--- src/rtl/vga_timing_pkg.sv ---
// Shared VGA timing constants (640x480@60 defaults) and the total-period helper.
package vga_timing_pkg;

   localparam int default_clk_mhz       = 50;
   localparam int default_pixel_mhz     = 25;
   localparam int default_screen_width  = 640;
   localparam int default_screen_height = 480;
   localparam int default_h_front       = 16;
   localparam int default_h_sync        = 96;
   localparam int default_h_back        = 48;
   localparam int default_v_front       = 10;
   localparam int default_v_sync        = 2;
   localparam int default_v_back        = 33;

   // Works for both axes: visible + front porch + sync + back porch.
   function automatic int calc_total(input int visible, input int front,
                                     input int sync, input int back);
      return visible + front + sync + back;
   endfunction

endpackage

--- src/rtl/pixel_strobe_gen.sv ---
// Divides the system clock down to one-cycle pixel advance pulses (adv).
module pixel_strobe_gen
   import vga_timing_pkg::*;
#(
   parameter int ratio     = 2,
   parameter int ratio_rem = 0
) (
   input  logic clk,
   input  logic rst,
   output logic adv
);

   localparam int w_div = (ratio > 1) ? $clog2(ratio) : 1;

   generate
      if (ratio < 1 || ratio_rem != 0) begin : g_bad_ratio
         $error("pixel_strobe_gen: clk_mhz must be a non-zero integer multiple of pixel_mhz");
      end
   endgenerate

   logic [w_div-1:0] div_q;
   logic [w_div-1:0] div_d;

   // With ratio = 1 the divider is stuck at 0, so adv is high every cycle.
   assign adv = (div_q == w_div'(ratio - 1));

   always_comb begin
      div_d = adv ? '0 : div_q + 1'b1;
   end

   always_ff @(posedge clk) begin
      if (!rst) begin
         div_q <= '0;
      end else begin
         div_q <= div_d;
      end
   end

endmodule

--- src/rtl/vga_timing_gen.sv ---
// Raster generator: pixel/line counters with registered, mutually coherent decode.
module vga_timing_gen
   import vga_timing_pkg::*;
#(
   parameter int clk_mhz          = default_clk_mhz,
   parameter int pixel_mhz        = default_pixel_mhz,
   parameter int screen_width     = default_screen_width,
   parameter int screen_height    = default_screen_height,
   parameter int h_front          = default_h_front,
   parameter int h_sync           = default_h_sync,
   parameter int h_back           = default_h_back,
   parameter int v_front          = default_v_front,
   parameter int v_sync           = default_v_sync,
   parameter int v_back           = default_v_back,
   parameter int sync_active_high = 0,
   parameter int w_x              = $clog2(screen_width),
   parameter int w_y              = $clog2(screen_height)
) (
   input  logic           clk,
   input  logic           rst,
   output logic           hsync,
   output logic           vsync,
   output logic           display_on,
   output logic [w_x-1:0] x,
   output logic [w_y-1:0] y,
   output logic           pixel_strobe,
   output logic           line_start,
   output logic           frame_start
);

   localparam int ratio     = clk_mhz / pixel_mhz;
   localparam int ratio_rem = clk_mhz % pixel_mhz;
   localparam int h_total   = calc_total(screen_width, h_front, h_sync, h_back);
   localparam int v_total   = calc_total(screen_height, v_front, v_sync, v_back);
   localparam int w_h       = $clog2(h_total);
   localparam int w_v       = $clog2(v_total);

   // One extra bit so a sync end equal to the total period cannot wrap to 0.
   localparam logic [w_h:0] h_vis_end = (w_h + 1)'(screen_width);
   localparam logic [w_h:0] hs_start  = (w_h + 1)'(screen_width + h_front);
   localparam logic [w_h:0] hs_end    = (w_h + 1)'(screen_width + h_front + h_sync);
   localparam logic [w_v:0] v_vis_end = (w_v + 1)'(screen_height);
   localparam logic [w_v:0] vs_start  = (w_v + 1)'(screen_height + v_front);
   localparam logic [w_v:0] vs_end    = (w_v + 1)'(screen_height + v_front + v_sync);
   localparam logic         sync_on   = (sync_active_high != 0);

   logic adv;

   pixel_strobe_gen #(
      .ratio     (ratio),
      .ratio_rem (ratio_rem)
   ) u_pixel_strobe_gen (
      .clk (clk),
      .rst (rst),
      .adv (adv)
   );

   logic [w_h-1:0] hcount_q, hcount_d, h_step;
   logic [w_v-1:0] vcount_q, vcount_d, v_step;
   logic           h_wrap, h_vis, v_vis;
   logic           hsync_q, hsync_d, vsync_q, vsync_d, display_q, display_d;
   logic [w_x-1:0] x_q, x_d;
   logic [w_y-1:0] y_q, y_d;
   logic           pstb_q, pstb_d, lstart_q, lstart_d, fstart_q, fstart_d;

   always_comb begin
      h_wrap = (hcount_q == w_h'(h_total - 1));
      h_step = h_wrap ? '0 : hcount_q + 1'b1;
      v_step = vcount_q;
      if (h_wrap) begin
         v_step = (vcount_q == w_v'(v_total - 1)) ? '0 : vcount_q + 1'b1;
      end
      h_vis = ({1'b0, h_step} < h_vis_end);
      v_vis = ({1'b0, v_step} < v_vis_end);

      hcount_d  = hcount_q;
      vcount_d  = vcount_q;
      hsync_d   = hsync_q;
      vsync_d   = vsync_q;
      display_d = display_q;
      x_d       = x_q;
      y_d       = y_q;
      pstb_d    = 1'b0;
      lstart_d  = 1'b0;
      fstart_d  = 1'b0;

      // Decode the position the counters are about to take, so outputs never lag.
      if (adv) begin
         hcount_d  = h_step;
         vcount_d  = v_step;
         display_d = h_vis && v_vis;
         x_d       = h_vis ? w_x'(h_step) : '0;
         y_d       = v_vis ? w_y'(v_step) : '0;
         hsync_d   = (({1'b0, h_step} >= hs_start) && ({1'b0, h_step} < hs_end)) ? sync_on : ~sync_on;
         vsync_d   = (({1'b0, v_step} >= vs_start) && ({1'b0, v_step} < vs_end)) ? sync_on : ~sync_on;
         pstb_d    = 1'b1;
         lstart_d  = (h_step == '0);
         fstart_d  = (h_step == '0) && (v_step == '0);
      end
   end

   always_ff @(posedge clk) begin
      if (!rst) begin
         hcount_q  <= w_h'(h_total - 1);
         vcount_q  <= w_v'(v_total - 1);
         hsync_q   <= ~sync_on;
         vsync_q   <= ~sync_on;
         display_q <= 1'b0;
         x_q       <= '0;
         y_q       <= '0;
         pstb_q    <= 1'b0;
         lstart_q  <= 1'b0;
         fstart_q  <= 1'b0;
      end else begin
         hcount_q  <= hcount_d;
         vcount_q  <= vcount_d;
         hsync_q   <= hsync_d;
         vsync_q   <= vsync_d;
         display_q <= display_d;
         x_q       <= x_d;
         y_q       <= y_d;
         pstb_q    <= pstb_d;
         lstart_q  <= lstart_d;
         fstart_q  <= fstart_d;
      end
   end

   assign hsync        = hsync_q;
   assign vsync        = vsync_q;
   assign display_on   = display_q;
   assign x            = x_q;
   assign y            = y_q;
   assign pixel_strobe = pstb_q;
   assign line_start   = lstart_q;
   assign frame_start  = fstart_q;

endmodule
--- config.mk ---
export PLATFORM = sky130hd
export DESIGN_NAME = vga_timing_gen
export DESIGN_NICKNAME = d
export VERILOG_FILES = /design/src/rtl/vga_timing_pkg.sv /design/src/rtl/pixel_strobe_gen.sv /design/src/rtl/vga_timing_gen.sv
export SDC_FILE = /design/constraint.sdc
export NUM_CORES = 1
export LEC_CHECK = 0
export BUFFER_PORTS_ARGS = -buffer_cell sky130_fd_sc_hd__buf_2
export CORE_MARGIN = 4
export CORE_UTILIZATION = 30
export CTS_CLUSTER_DIAMETER = 120
export DETAILED_ROUTE_END_ITERATION = 10
export GPL_TIMING_DRIVEN = 1
export PLACE_DENSITY = 0.56
export SETUP_SLACK_MARGIN = 0.15
export SLEW_MARGIN = 5
export SYNTH_ARGS = -nofsm -noshare
export SYNTH_HDL_FRONTEND = slang
export SYNTH_SLANG_ARGS = --single-unit
--- constraint.sdc ---
create_clock -name clk -period 3.1 [get_ports clk]
set_clock_uncertainty 0.15 [all_clocks]
set_input_delay 0.155 -clock clk [delete_from_list [all_inputs] [get_ports clk]]
set_output_delay 0.155 -clock clk [all_outputs]
set_load 0.02 [all_outputs]
# --- After elaboration in Yosys (flattened, before gate mapping) ---
# Index checks and enable logic that the tools add are counted.
op_classes:
  order_cmp: 6
  n_div: 0
  add_sub_neg: 3
  n_bitwise: 1
  n_reduce_logical: 8
  mux: 8
  multipliers: 0
  n_eq_ne: 2
  n_shift: 0
op_table:
  columns: ["operator", "count"]
  rows:
  - ["$mux 10", 4]
  - ["$add 10x1->10 const B", 2]
  - ["$eq 10x10->1 const B", 2]
  - ["$logic_not 10->1", 2]
  - ["$lt 10x10->1 const B", 2]
  - ["$lt 10x9->1 const B", 2]
  - ["$ge 10x10->1 const B", 1]
  - ["$ge 10x9->1 const B", 1]
  - ["$mux 9", 1]
  - ["$logic_and 1x1->1", 4]
  - ["$mux 1", 3]
  - ["$reduce_and 2->1", 1]
  - ["$reduce_or 2->1", 1]
  - ["$add 1x1->1 const B", 1]
  - ["$not 1->1", 1]
totals:
  mem_count: 0
  inputBits: 2
  wordCells: 39
  register_bits: 46
  latch_bits: 0
  ram_bits: 0
  rom_bits: 0

# --- Longest topological paths before layout ---
logic_depth:
  depth_word: 6
  depth_mapped: 10
  depth_no_buf: 8

# --- By module ---
# A second synthesis with hierarchy kept.
hier_totals:
  hier_cells: 307
  area_unflattened_um2: 2426.1
by_module_without_submodules:
  columns: ["module", "cells_each", "seq_area_each_um2", "area_per_inst_um2", "instances"]
  rows:
  - ["vga_timing_gen", 305, 900.9, 2392.3, 1]
  - ["pixel_strobe_gen", 2, 20.0, 33.8, 1]

# --- Worst setup path before layout ---
# OpenSTA, ideal clock, no wires.
synth_path:
  path_type: "register to register"
  start: "reg hcount_q[0]"
  end: "reg y_q[0] (netlist: y[0])"
  stages_incl_launch_ff: 10
  setup_ns: 0.127
  n_path_buf: 2
  slack_ns: 0.727
  arrival_ns: 2.096
  cell_sequence: "dfxtp_1 ha_1 and4_1 clkbuf_2 and3_1 clkbuf_1 a41oi_1 a221o_2 o21ai_2 o21ai_0"
synth_via:
  elab_chain_cells: 4
synth_lines:
  columns: ["element", "line_no", "rtl"]
  rows:
  - ["start: declaration", "vga_timing_gen.sv:58", "logic [w_h-1:0] hcount_q, hcount_d, h_step;"]
  - ["start signal: assignment", "vga_timing_gen.sv:104", "hcount_q <= w_h'(h_total - 1);"]
  - ["start signal: assignment", "vga_timing_gen.sv:115", "hcount_q <= hcount_d;"]
  - ["$eq 10x10->1 (*)", "vga_timing_gen.sv:67", "h_wrap = (hcount_q == w_h'(h_total - 1));"]
  - ["$mux 10 (*)", "vga_timing_gen.sv:70", "if (h_wrap) begin"]
  - ["$lt 10x9->1", "vga_timing_gen.sv:74", "v_vis = ({1'b0, v_step} < v_vis_end);"]
  - ["$mux 9 (*)", "vga_timing_gen.sv:93", "y_d = v_vis ? w_y'(v_step) : '0;"]
  - ["end signal: assignment", "vga_timing_gen.sv:121", "y_q <= y_d;"]
  - ["end: declaration", "vga_timing_gen.sv:63", "logic [w_y-1:0] y_q, y_d;"]
# Every way passes the cells marked *; elsewhere a longest branch is shown, timed or not.
# A chain may end at the register's enable or synchronous reset.

# --- Worst setup path in the final report ---
layout_path:
  start: "reg vcount_q[0]"
  end: "reg fstart_q (netlist: frame_start)"
layout_via:
  elab_chain_cells: 5
  word_cells_on_any_way: 6
layout_lines:
  columns: ["element", "line_no", "rtl"]
  rows:
  - ["start: declaration", "vga_timing_gen.sv:59", "logic [w_v-1:0] vcount_q, vcount_d, v_step;"]
  - ["start signal: assignment", "vga_timing_gen.sv:105", "vcount_q <= w_v'(v_total - 1);"]
  - ["start signal: assignment", "vga_timing_gen.sv:116", "vcount_q <= vcount_d;"]
  - ["$add 10x1->10 or $eq 10x10->1 (tied branches)", "vga_timing_gen.sv:71", "v_step = (vcount_q == w_v'(v_total - 1)) ? '0 : vcount_q + 1'b1;"]
  - ["$mux 10", "vga_timing_gen.sv:71", null]
  - ["$mux 10 (*)", "vga_timing_gen.sv:70", null]
  - ["$logic_not 10->1 (*)", "vga_timing_gen.sv:98", "fstart_d = (h_step == '0) && (v_step == '0);"]
  - ["$logic_and 1x1->1 (*)", "vga_timing_gen.sv:98", null]
  - ["end signal: assignment", "vga_timing_gen.sv:124", "fstart_q <= fstart_d;"]
  - ["end: declaration", "vga_timing_gen.sv:64", "logic pstb_q, pstb_d, lstart_q, lstart_d, fstart_q, fstart_d;"]
# Marked as above.

==> impl_metrics.env <==
export IMPL_outcome="complete, no violations"
export IMPL_crit_required_ns=3.15
export IMPL_p_leak_nw=1.05
export IMPL_path_cells="inv_1 > ha_1 > or4b_4 > nor4_4 > nor2_1 > a22oi_2 > o21ai_0 > nor4b_2"
export IMPL_vias=2084
export IMPL_wl_per_cell_um=14.1
export IMPL_start_util_pct=31.0
export IMPL_syn2layout_area_growth_pct=11.1
export IMPL_dieArea_um2=9530
export IMPL_synthCells=294
export IMPL_std_cell_rows=32
export IMPL_avgSynthCellArea_um2=8.20
export IMPL_max_clock_freq_mhz=367
export IMPL_ios=27
export IMPL_hold_buffers=0
export IMPL_hp_start="rst"
export IMPL_synth_flop_cell="dfxtp_1"
export IMPL_place_congestion=0.900
export IMPL_fin_crit_ns=2.73
export IMPL_ys_async_sr_fraction_pct=0
export IMPL_critPathCaptureType="register"
export IMPL_final_nets=316
export IMPL_hold_class="in2reg"
export IMPL_power_density_nw_per_um2=546
export IMPL_final_setup_worst_slack_ns=0.374
export IMPL_startpoint_type="register"
export IMPL_fin_setup_tns_ns=0
export IMPL_critical_path_arrival_ns=2.78
export IMPL_io_buffers=26
export IMPL_relSlewSlack_pct=50.9
export IMPL_wirelength_um=5830
export IMPL_grt_total_usage_pct=12.8
export IMPL_cts_buffer_depth=2
export IMPL_vias_per_cell=5.05
export IMPL_yosys_area_top_type="dfxtp_1"
export IMPL_cts_buffers=5
export IMPL_final_antenna_net_count=0
export IMPL_core_area_um2=7770
export IMPL_vdd_drop_max_mv=0.177
export IMPL_grt_pass1_vias=1968
export IMPL_fill_cells=837
export IMPL_multi_input_area_um2=1360
export IMPL_clk_latency_ns=0.30
export IMPL_cp_slowest_stage_delay_ns=0.49
export IMPL_seqCellArea_um2=921
export IMPL_die_x_um=97.6
export IMPL_placed_area_um2=2590
export IMPL_post_cts_buffers=0
export IMPL_final_area_um2=2680
export IMPL_synth_seq_cells=46
export IMPL_die_h_um=97.6
export IMPL_grt_max_degree=23
export IMPL_antenna_cells=0
export IMPL_cts_tree="done"
export IMPL_drt_iter0_drc=116
export IMPL_clockRootBuffer="clkbuf_8"
export IMPL_synth_top_cell_area_share_pct=38.2
export IMPL_synth_edf_count=0
export IMPL_crit_type="reg2reg"
export IMPL_final_common_cell="dfxtp_1"
export IMPL_layout_common_cells="dfxtp_1 (46), nand2_1 (45), o21ai_0 (26), buf_2 (26), nor2_1 (23)"
export IMPL_hold_violations=0
export IMPL_drv_cap=0
export IMPL_fin_cells=413
export IMPL_setup_viol=0
export IMPL_placed_cells=406
export IMPL_fin_hold_ws_ns=0.0458
export IMPL_cp_startpoint="vcount_q[0]"
export IMPL_critPathBufInv=1
export IMPL_synth_seq_area_share_pct=38.2
export IMPL_synth_area_leaders="dfxtp_1 (38%), nand2_1 (7.0%), o21ai_0 (5.4%)"
export IMPL_tightest_slew_ns=0.736
export IMPL_grt_pass1_wl_um=10000
export IMPL_layout_drive_gt1_share_pct=16.4
export IMPL_rsz0062_at_grt="false"
export IMPL_synthesis_area_um2=2410
export IMPL_period_share_pct=87.9
export IMPL_grt_antenna_before_repair=0
export IMPL_overflow=0
export IMPL_timing_rr_start="vcount_q[0]"
export IMPL_synth_fp_nets=299
export IMPL_yosysWarnings=0
export IMPL_dr_pass1_iters=4
export IMPL_crit_slowest_cell="nor4_4"
export IMPL_ctsHtreeMaxLevel=2
export IMPL_hpwl_um=4380
export IMPL_pre_cts_slack_ns=0.180
export IMPL_route_detailed_drc=0
export IMPL_ys_types=57
export IMPL_drv_slew=0
export IMPL_cp_max_fo=8
export IMPL_clock_sinks=46
export IMPL_critical_path_top_delay_family="simple AND/OR/NAND/NOR gates"
export IMPL_clk_pin_slew_ns=0.08
per-layer routing:
| layer | wire length, um | share of wire [%] | up-vias | GRT usage, % |
|---|---|---|---|---|
| met5 | 0 | 0 | - | 0 |
| met3 | 283 | 4.9 | 5 | 2.51 |
| met1 | 2920 | 50 | 959 | 18.4 |
| met2 | 2540 | 44 | 42 | 19.1 |
| met4 | 80 | 1.4 | 0 | 4.15 |
| li1 | - | - | 1078 | - |
cell usage after synthesis (all sizes together), types with 2 or more instances:
cell	count
inv	9
nor4b	3
dfxtp	46
a31oi	3
or4	2
xor2	8
nand2	45
xnor2	9
ha	3
a21boi	2
a22o	3
o211a	2
and2	4
o21ai	29
nor4	3
o31ai	7
buf	10
a21oi	10
nand3	15
clkbuf	10
mux2i	3
a22oi	2
nand4	3
o211ai	5
nor2b	3
o22a	2
nor3	7
and3	5
nor2	23
power breakdown:
| part | internal (W) | switching [W] |
|---|---|---|
| registers | 0.000631 | 0.0000458 |
| logic | 0.000156 | 0.000279 |
| clock network | 0.000152 | 0.000198 |
| total | 0.000939 | 0.000523 |
state kept, by name, summed over array words and instances, names as in the netlist:
register                count
vcount_q                   10
hcount_q                   10
y                           9
x                          10
display_on                  1
line_start                  1
vsync                       1
frame_start                 1
u_pixel_strobe_gen.adv      1
pixel_strobe                1
hsync                       1
per-stage QoR:
stage                     util, %  total power, W
final                        34.5         0.00146
after global routing         34.5         0.00155
after CTS                    34.4         0.00147
after detailed placement     33.4         0.00112
after global placement       33.4         0.00111
after floorplan                 -         0.00102
final cells by class:
| cell class | instances | area share [%] |
|---|---|---|
| multi-input cells | 219 | 50.6 |
| clock buffers | 5 | 2.57 |
| repair buffers | 30 | 5.98 |
| clock inverters | 2 | 0.374 |
| inverters | 9 | 1.26 |
| well taps | 102 | 4.77 |
| flip-flops and latches | 46 | 34.4 |
worst paths after layout:
path,to,depth (start not counted),slack (ns)
hold / removal,hcount_q[4],2,0.05
setup / recovery,frame_start,8,0.37
hold reg to reg,x[1],2,0.29
setup reg to reg,frame_start,8,0.37
kinds of logic after synthesis:
kind of cell,after synthesis,synth area share (%)
muxes,3,1.25
and+or+nand+nor,121,26.0
buffers and inverters,29,5.76
xor gates and xnor gates,17,6.18
adders and majority gates,3,1.56
AOI/OAI and AO/OA,75,21.1
DFF,46,38.2
timing repair:
action	in CTS	in global routing
gates resized for setup	0	2
endpoints found under the setup margin	0	12
hold endpoints to repair	0	0
(Power assumes the default switching activity.)
